File: config.mk
export PLATFORM = sky130hd
export DESIGN_NAME = vector_exec_pipeline
export DESIGN_NICKNAME = d
export VERILOG_FILES = /design/src/rtl/vector_exec_pipeline.sv
export SDC_FILE = /design/constraint.sdc
export NUM_CORES = 2
export LEC_CHECK = 0
export ABC_AREA = 1
export BUFFER_PORTS_ARGS = -buffer_cell sky130_fd_sc_hd__buf_2
export CAP_MARGIN = 20
export CORE_AREA = 2 2 279 281
export CTS_BUF_LIST = sky130_fd_sc_hd__clkbuf_4
export DETAILED_ROUTE_END_ITERATION = 10
export DIE_AREA = 0 0 281 283
export PLACE_DENSITY_LB_ADDON = 0.25
export SLEW_MARGIN = 20
export SYNTH_ARGS = -nofsm -noshare
export SYNTH_HDL_FRONTEND = slang
export SYNTH_SLANG_ARGS = --single-unit
File: constraint.sdc
create_clock -name clk -period 13.5 [get_ports clk]
set_input_delay 2.7 -clock clk [delete_from_list [all_inputs] [get_ports clk]]
set_output_delay 2.7 -clock clk [all_outputs]
set_load 0.01 [all_outputs]
File: src/rtl/vector_exec_pipeline.sv
// rtl/vector_exec_pipeline.sv - LANES-wide, STAGES-deep pipelined ALU execute stage
//
// Purpose: computes a per-lane ALU result combinationally at the input, then
// carries result, tag, vector bit, lane-0 NZCV flags and per-lane zero mask
// through STAGES registers. Valid/ready flow control with a global stall,
// flush squashes in-flight ops, and a 16-bit counter tracks handed-off results.
//
// Optional feature macro: SATURATE_EN (add/sub clamp to the signed N-bit range).
//
// Ports:
//   clk, rst                 clock (rising edge), asynchronous active-high reset
//   flush                    squash every in-flight op on the next edge
//   in_valid / in_ready      input handshake
//   in_v, in_op, in_tag      vector/scalar select, ALU opcode, destination tag
//   in_a, in_b               operands, lane i at [i*N +: N]
//   out_valid / out_ready    output handshake
//   out_data, out_tag, out_v result lanes, tag and vector bit of the result
//   out_flags                {N,Z,C,V} of lane 0
//   out_zero_mask            bit i set when lane i result is zero
//   retired_count            results handed off, wraps at 16 bits

module vector_exec_pipeline #(
    parameter int N      = 24,
    parameter int LANES  = 4,
    parameter int STAGES = 3,
    parameter int TAGW   = 4
) (
    input  logic                 clk,
    input  logic                 rst,
    input  logic                 flush,
    input  logic                 in_valid,
    output logic                 in_ready,
    input  logic                 in_v,
    input  logic [2:0]           in_op,
    input  logic [TAGW-1:0]      in_tag,
    input  logic [N*LANES-1:0]   in_a,
    input  logic [N*LANES-1:0]   in_b,
    output logic                 out_valid,
    input  logic                 out_ready,
    output logic [N*LANES-1:0]   out_data,
    output logic [TAGW-1:0]      out_tag,
    output logic                 out_v,
    output logic [3:0]           out_flags,
    output logic [LANES-1:0]     out_zero_mask,
    output logic [15:0]          retired_count
);

    localparam int W = N * LANES;

    localparam logic [2:0] OP_ADD = 3'b000;
    localparam logic [2:0] OP_SUB = 3'b001;
    localparam logic [2:0] OP_AND = 3'b010;
    localparam logic [2:0] OP_OR  = 3'b011;
    localparam logic [2:0] OP_XOR = 3'b100;
    localparam logic [2:0] OP_SHL = 3'b101;
    localparam logic [2:0] OP_SHR = 3'b110;

    // Wrapping per-lane ALU; shift amount is B[4:0].
    function automatic logic [N-1:0] lane_alu(input logic [2:0] op,
                                              input logic [N-1:0] a,
                                              input logic [N-1:0] b);
        logic [N-1:0] r;
        case (op)
            OP_ADD:  r = a + b;
            OP_SUB:  r = a - b;
            OP_AND:  r = a & b;
            OP_OR:   r = a | b;
            OP_XOR:  r = a ^ b;
            OP_SHL:  r = a << b[4:0];
            OP_SHR:  r = a >> b[4:0];
            default: r = b;
        endcase
        return r;
    endfunction

    // Signed overflow of add/sub, derived from the operand and raw result sign bits.
    function automatic logic add_sub_ovf(input logic [2:0] op,
                                         input logic       a_msb,
                                         input logic       b_msb,
                                         input logic       r_msb);
        logic ovf;
        case (op)
            OP_ADD:  ovf = (a_msb == b_msb) && (r_msb != a_msb);
            OP_SUB:  ovf = (a_msb != b_msb) && (r_msb != a_msb);
            default: ovf = 1'b0;
        endcase
        return ovf;
    endfunction

    // ------------------------------------------------------------------
    // Combinational compute at the input
    // ------------------------------------------------------------------
    logic [N-1:0] lane_raw [LANES];
    logic [N-1:0] lane_res [LANES];

    for (genvar g = 0; g < LANES; g++) begin : g_lane
        assign lane_raw[g] = lane_alu(in_op, in_a[g*N +: N], in_b[g*N +: N]);
`ifdef SATURATE_EN
        // On overflow the true result lies beyond the range on the side of A's sign.
        assign lane_res[g] =
            add_sub_ovf(in_op, in_a[g*N+N-1], in_b[g*N+N-1], lane_raw[g][N-1])
                ? (in_a[g*N+N-1] ? {1'b1, {(N-1){1'b0}}} : {1'b0, {(N-1){1'b1}}})
                : lane_raw[g];
`else
        assign lane_res[g] = lane_raw[g];
`endif
    end

    logic [N-1:0]     a0;
    logic [N-1:0]     b0;
    logic             c0;
    logic             v0;
    logic [W-1:0]     res_data;
    logic [LANES-1:0] res_zmask;
    logic [3:0]       res_flags;

    assign a0 = in_a[N-1:0];
    assign b0 = in_b[N-1:0];

    always_comb begin
        // Add carry-out from the msb column: majority of a, b and the carry into
        // that column, where the carry-in equals the inverted raw sum bit when a!=b.
        c0 = 1'b0;
        if (in_op == OP_ADD) begin
            c0 = (a0[N-1] & b0[N-1]) | ((a0[N-1] | b0[N-1]) & ~lane_raw[0][N-1]);
        end else if (in_op == OP_SUB) begin
            c0 = (a0 >= b0);
        end
        v0 = add_sub_ovf(in_op, a0[N-1], b0[N-1], lane_raw[0][N-1]);
        res_flags = {lane_res[0][N-1], (lane_res[0] == '0), c0, v0};
    end

    always_comb begin
        res_data  = '0;
        res_zmask = '0;
        for (int i = 0; i < LANES; i++) begin
            if (i == 0 || in_v) begin
                res_data[i*N +: N] = lane_res[i];
                res_zmask[i]       = (lane_res[i] == '0);
            end else begin
                // Scalar op: upper lanes read as zero and are flagged zero.
                res_data[i*N +: N] = '0;
                res_zmask[i]       = 1'b1;
            end
        end
    end

    // ------------------------------------------------------------------
    // Pipeline registers
    // ------------------------------------------------------------------
    logic [STAGES-1:0] valid_q, valid_d;
    logic [STAGES-1:0] v_q, v_d;
    logic [W-1:0]      data_q  [STAGES];
    logic [W-1:0]      data_d  [STAGES];
    logic [TAGW-1:0]   tag_q   [STAGES];
    logic [TAGW-1:0]   tag_d   [STAGES];
    logic [3:0]        flags_q [STAGES];
    logic [3:0]        flags_d [STAGES];
    logic [LANES-1:0]  zmask_q [STAGES];
    logic [LANES-1:0]  zmask_d [STAGES];
    logic [15:0]       retired_q, retired_d;

    logic advance;
    logic accept;
    logic handoff;

    // The whole pipe moves in lockstep: a stalled output freezes every stage,
    // so bubbles are never squeezed out.
    assign advance  = out_ready | ~valid_q[STAGES-1];
    assign in_ready = advance & ~flush & ~rst;
    assign accept   = in_valid & in_ready;
    assign handoff  = valid_q[STAGES-1] & out_ready;

    always_comb begin
        valid_d = valid_q;
        v_d     = v_q;
        for (int s = 0; s < STAGES; s++) begin
            data_d[s]  = data_q[s];
            tag_d[s]   = tag_q[s];
            flags_d[s] = flags_q[s];
            zmask_d[s] = zmask_q[s];
        end

        if (advance) begin
            valid_d[0] = accept;
            v_d[0]     = in_v;
            data_d[0]  = res_data;
            tag_d[0]   = in_tag;
            flags_d[0] = res_flags;
            zmask_d[0] = res_zmask;
            for (int s = 1; s < STAGES; s++) begin
                valid_d[s] = valid_q[s-1];
                v_d[s]     = v_q[s-1];
                data_d[s]  = data_q[s-1];
                tag_d[s]   = tag_q[s-1];
                flags_d[s] = flags_q[s-1];
                zmask_d[s] = zmask_q[s-1];
            end
        end

        // Flush only kills valid bits; payload registers may hold stale values.
        if (flush) begin
            valid_d = '0;
        end

        // A result leaving in the flush cycle is still a real handoff.
        retired_d = retired_q + {15'b0, handoff};
    end

    always_ff @(posedge clk or posedge rst) begin
        if (rst) begin
            valid_q   <= '0;
            v_q       <= '0;
            retired_q <= '0;
            for (int s = 0; s < STAGES; s++) begin
                data_q[s]  <= '0;
                tag_q[s]   <= '0;
                flags_q[s] <= '0;
                zmask_q[s] <= '0;
            end
        end else begin
            valid_q   <= valid_d;
            v_q       <= v_d;
            retired_q <= retired_d;
            for (int s = 0; s < STAGES; s++) begin
                data_q[s]  <= data_d[s];
                tag_q[s]   <= tag_d[s];
                flags_q[s] <= flags_d[s];
                zmask_q[s] <= zmask_d[s];
            end
        end
    end

    assign out_valid     = valid_q[STAGES-1];
    assign out_data      = data_q[STAGES-1];
    assign out_tag       = tag_q[STAGES-1];
    assign out_v         = v_q[STAGES-1];
    assign out_flags     = flags_q[STAGES-1];
    assign out_zero_mask = zmask_q[STAGES-1];
    assign retired_count = retired_q;

endmodule
* Word level (Yosys, flattened, before mapping)
Cells that the tools add are included.
Word-level totals: register bits after elaboration 346, logic and storage cells 90
Operators by class: add/subtract/negate cells 9, order comparisons 1, equal/unequal tests 9, shifts and indexed selects 8, muxes and demuxes 15, bitwise operators 25, reductions and logical operators 8
Operators by type and width (number):
- one-hot mux 24 bit (7 select lines) | 4
- adder 24 bit | 4
- bitwise AND 24 bit | 4
- zero test 24 bit | 4
- bitwise OR 24 bit | 4
- left shift 24 x 5 -> 24 bit | 4
- right shift 24 x 5 -> 24 bit | 4
- subtractor 24 bit | 4
- bitwise XOR 24 bit | 4
- 2-to-1 mux 24 bit | 3
- greater-or-equal comparator 24 bit | 1
- adder 16 x 1 -> 16 bit | 1
- equality test 3 bit (second input constant) | 3
- bitwise AND 1 bit | 6
- equality test 3 x 2 -> 1 bit (second input constant) | 2
- 2-to-1 mux 3 bit | 2
- 2-to-1 mux 1 bit | 5
- NOT 1 bit | 4
- equality test 3 x 1 -> 1 bit (second input constant) | 1
- zero test 3 bit | 1
- bitwise OR 1 bit | 3
- logical AND 1 bit | 2
- inequality test 1 bit | 2
- one-hot mux 1 bit (2 select lines) | 1
- 2 further kinds | 2

* Logic depth before layout (Yosys ltp)
depth after elaboration 7, gate-level depth with buffers 30

* Least setup slack after synthesis
OpenSTA, ideal clock, no wires.
path kind input-to-output, from in out_ready, to out in_ready, arrival time 3397 ps, data required time 10800 ps, path slack 7403 ps, cell stages on the path 5, buffers on the path 1, cells stage by stage nor2_1 -> inv_2 -> clkbuf_1 -> nand2_1 -> nor2_1
On the way: cells in the longest elaborated chain, start to end 3
RTL lines:
- start: declaration | RTL line 39 | input logic out_ready,
- bitwise OR 1 bit | RTL line 169 | assign advance = out_ready | ~valid_q[STAGES-1];
- bitwise AND 1 bit (2 in a row) | RTL line 170 | assign in_ready = advance & ~flush & ~rst;
- end: declaration | RTL line 32 | output logic in_ready,
Every way passes these cells.

* Worst setup path in the final report
Same ends and word-level chain as after synthesis.

==> flow_summary_export.csv <==
group,metric,value,unit
pwr,p_per_area,85.9,nW/um2
yosys,yosys.area.top_type,"dfrtp_1",
clocking,cts_tree,"built",
yosys,synthesis.nets,6817,
place,dp.cells,7331,
drt,wl_per_cell,21.0,um
place,hpwl,120000,um
clocking,ctsHoldBuffers,0,
yosys,synth.most_common_cell,"nand2_1",
pwr,finalPower,3.47,mW
floorplanning,core-area,76700,um2
global_routing,grt-ovfl-total,0,
finish,layout-drive-gt1-share,0.0901,
critical_path,r2r_setup_slack,10.11,ns
floorplanning,io_pins,332,
finish,utilization,0.527,
pwr,p_leak,21.5,nW
critical_path,setup.worst_path.start_class,"input port",
yosys,avgSynthCellArea,6.02,um2
drt,drt_wl_total,157000,um
drt,drtAntennaViolNets,0,
place,dpl-instance-area,39200,um2
finish,nets,6890,
clocking,cts.sinks,340,
sta,finalHoldViolCount,0,
critical_path,critPathCaptureType,"output port",
clocking,cts.repair.resized,0,
drt,drt_iter0_drc,4842,
sta,tightest_slew,1.11,ns
hold_path,holdCritPathClass,"reg -> reg",
pwr,irDropWorstVdd,0.0000876,V
floorplanning,die_h,283,um
floorplanning,initial_core_util,0.495,
global_routing,grt_max_degree,147,
critical_path,worst-endpoint-required,10.80,ns
run_status,status,"finished clean",
finish,design_area,40400,um2
critical_path,r2r-start,"valid_q[2]$_DFFE_PP0P_",
yosys,async_flop_share,1.00,
sta,clock-skew-final,0.0869,ns
floorplanning,dieWidth,281,um
yosys,yosysSeqAreaShare,0.224,
yosys,synth_commonest_cells,"nand2_1, nand3_1, inv_1",
sta,drv_slew,0,
finish,syn_to_final_growth,6.34,%
drt,vias,43500,
yosys,synth_area_leaders,"dfrtp_1, nand2_1, nand3_1",
yosys,netlist.area_leader.share,0.224,
place,place_ws,6.19,ns
clocking,clkTransAtPathRegs,0.07,ns
run,max_cap_viol_count,0,
yosys,synthCells,6310,
yosys,synth_cell_types,49,
clocking,cts_root_buf,"clkbuf_4",
sta,fmax,141,MHz
critical_path,r2r_end,"data_q[263]$_DFFE_PP0N_",
sta,timing.final.crit_share,0.524,
sta,setup_viol,0,
drt,drc,0,
critical_path,criticalPathCategory,"in -> out",
global_routing,grt_pass1_wl,238000,um
yosys,ys_ff_latch,340,
critical_path,endpoint,"in_ready",
yosys,synth_area,38000,um2
place,routabilityCongestion,1.06,
sta,worst_hold_slack,0.426,ns
sta,slew_headroom,0.256,
yosys,synthFlopType,"dfrtp_1",
global_routing,antenna_found_initial,5,
sta,rsz0062_at_grt,"no",
global_routing,grt_pass1_vias,40100,
place,portBuffers,331,
clocking,cts_setup_buffers,0,
drt,dr.pass1.iters,10,
sta,timing.final.crit_period,7.07,ns
clocking,cts_max_level,3,
floorplanning,die_area,79500,um2
yosys,synth_warnings,0,
drt,viasPerCell,5.80,
floorplanning,fp-row-count,102,
yosys,synth_edf_count,0,
critical_path,arrival,4.37,ns
clocking,cts_buffer_depth,3,
clocking,cts-buffers-inserted,90,
critical_path,critPathLaunch,"out_ready",
critical_path,r2r.worst_path.cells,7,
finish,final_cells,7489,
clocking,insertion_delay,0.80,ns
finish,fillers,8178,
critical_path,cp_max_fo,145,
sta,finalSetupTns,0,ns
global_routing,grt_usage,0.383,
sta,postLayoutSetupSlackWorst,6.43,ns
layout make-up:
cell class,instances,area (um2),area share
Tap cell,1040,1300,0.0322
Clock buffer,136,1020,0.0253
Timing Repair Buffer,385,2070,0.0514
Antenna cell,4,10.0,0.000248
Clock inverter,18,131,0.00325
Inverter,685,2590,0.0642
Sequential cell,340,8510,0.211
Multi-Input combinational cell,4881,24800,0.613
placed cells by master (no fill, tap or decap), types with 13 or more instances in the layout:
master | Yosys | final
a21oi_1 | 308 | 308
o21bai_1 | 19 | 19
o211ai_1 | 46 | 46
buf_2 | 111 | 331
dfrtp_1 | 340 | 340
nand3b_1 | 23 | 23
xor2_1 | 85 | 85
o22ai_1 | 37 | 37
o21ai_0 | 420 | 420
nand2_1 | 2023 | 2021
inv_2 | 14 | 15
buf_4 | 124 | 53
nand3_1 | 929 | 929
nor3_1 | 43 | 43
inv_1 | 664 | 661
clkinv_1 | 5 | 13
clkbuf_4 | 0 | 136
and2_1 | 20 | 20
a221oi_1 | 21 | 21
ha_1 | 297 | 297
nor2_1 | 409 | 406
nand4_1 | 100 | 100
where the power goes:
group	switching, mW	internal, mW	total, mW
logic	0.964	0.402	1.37
clock network	0.426	0.479	0.905
registers	0.0598	1.14	1.20
cells by family (layout without fill, tap and decap cells):
family          after synthesis  after routing  synth area share
simple gates               3589           3589             0.400
flops                       340            340             0.224
xor+xnor                     87             87            0.0201
fa+ha+maj                   302            302             0.100
compound gates              903            903             0.130
other cells                   0              4                 0
buf+inv                    1089           1224             0.125
per-layer routing:
metal  GRT usage  vias up  part of all wire
li1            -    20700                 -
met1       0.518    20000              0.42
met2       0.591     2341              0.44
met3      0.0740      406              0.10
met4       0.169        2             0.048
met5           0        -          0.000083
registers in the layout (all words and copies together) (netlist names):
| name | count |
|---|---|
| flags_q | 6 |
| zmask_q | 6 |
| out_flags | 3 |
| retired_count | 16 |
| data_q | 192 |
| tag_q | 8 |
| out_tag | 4 |
| v_q | 3 |
| out_data | 96 |
| valid_q | 3 |
| out_zero_mask | 3 |
worst min-delay path by stage:
stage | from | cells past startpoint | endpoint | slack, ns
2_1_floorplan | data_q[196]$_DFFE_PP0N_ | 2 | data_q[100]$_DFFE_PP0N_ | 0.44
3_3_place_gp | tag_q[7]$_DFFE_PP0N_ | 2 | out_tag[3]$_DFFE_PP0N_ | 0.45
3_5_place_dp | data_q[123]$_DFFE_PP0N_ | 2 | out_data[27]$_DFFE_PP0N_ | 0.45
4_1_cts | data_q[280]$_DFFE_PP0N_ | 2 | data_q[184]$_DFFE_PP0N_ | 0.43
5_1_grt | data_q[122]$_DFFE_PP0N_ | 2 | out_data[26]$_DFFE_PP0N_ | 0.46
6_report | data_q[280]$_DFFE_PP0N_ | 2 | data_q[184]$_DFFE_PP0N_ | 0.43
critical path: stages:
cell and delay, ns:
buf_2 0.12, nor2_4 0.09, buf_4 0.57, inv_8 0.42, nand2_1 0.22, nor2_1 0.07
buf_2 0.14
Power figures use the tool's default switching activity.
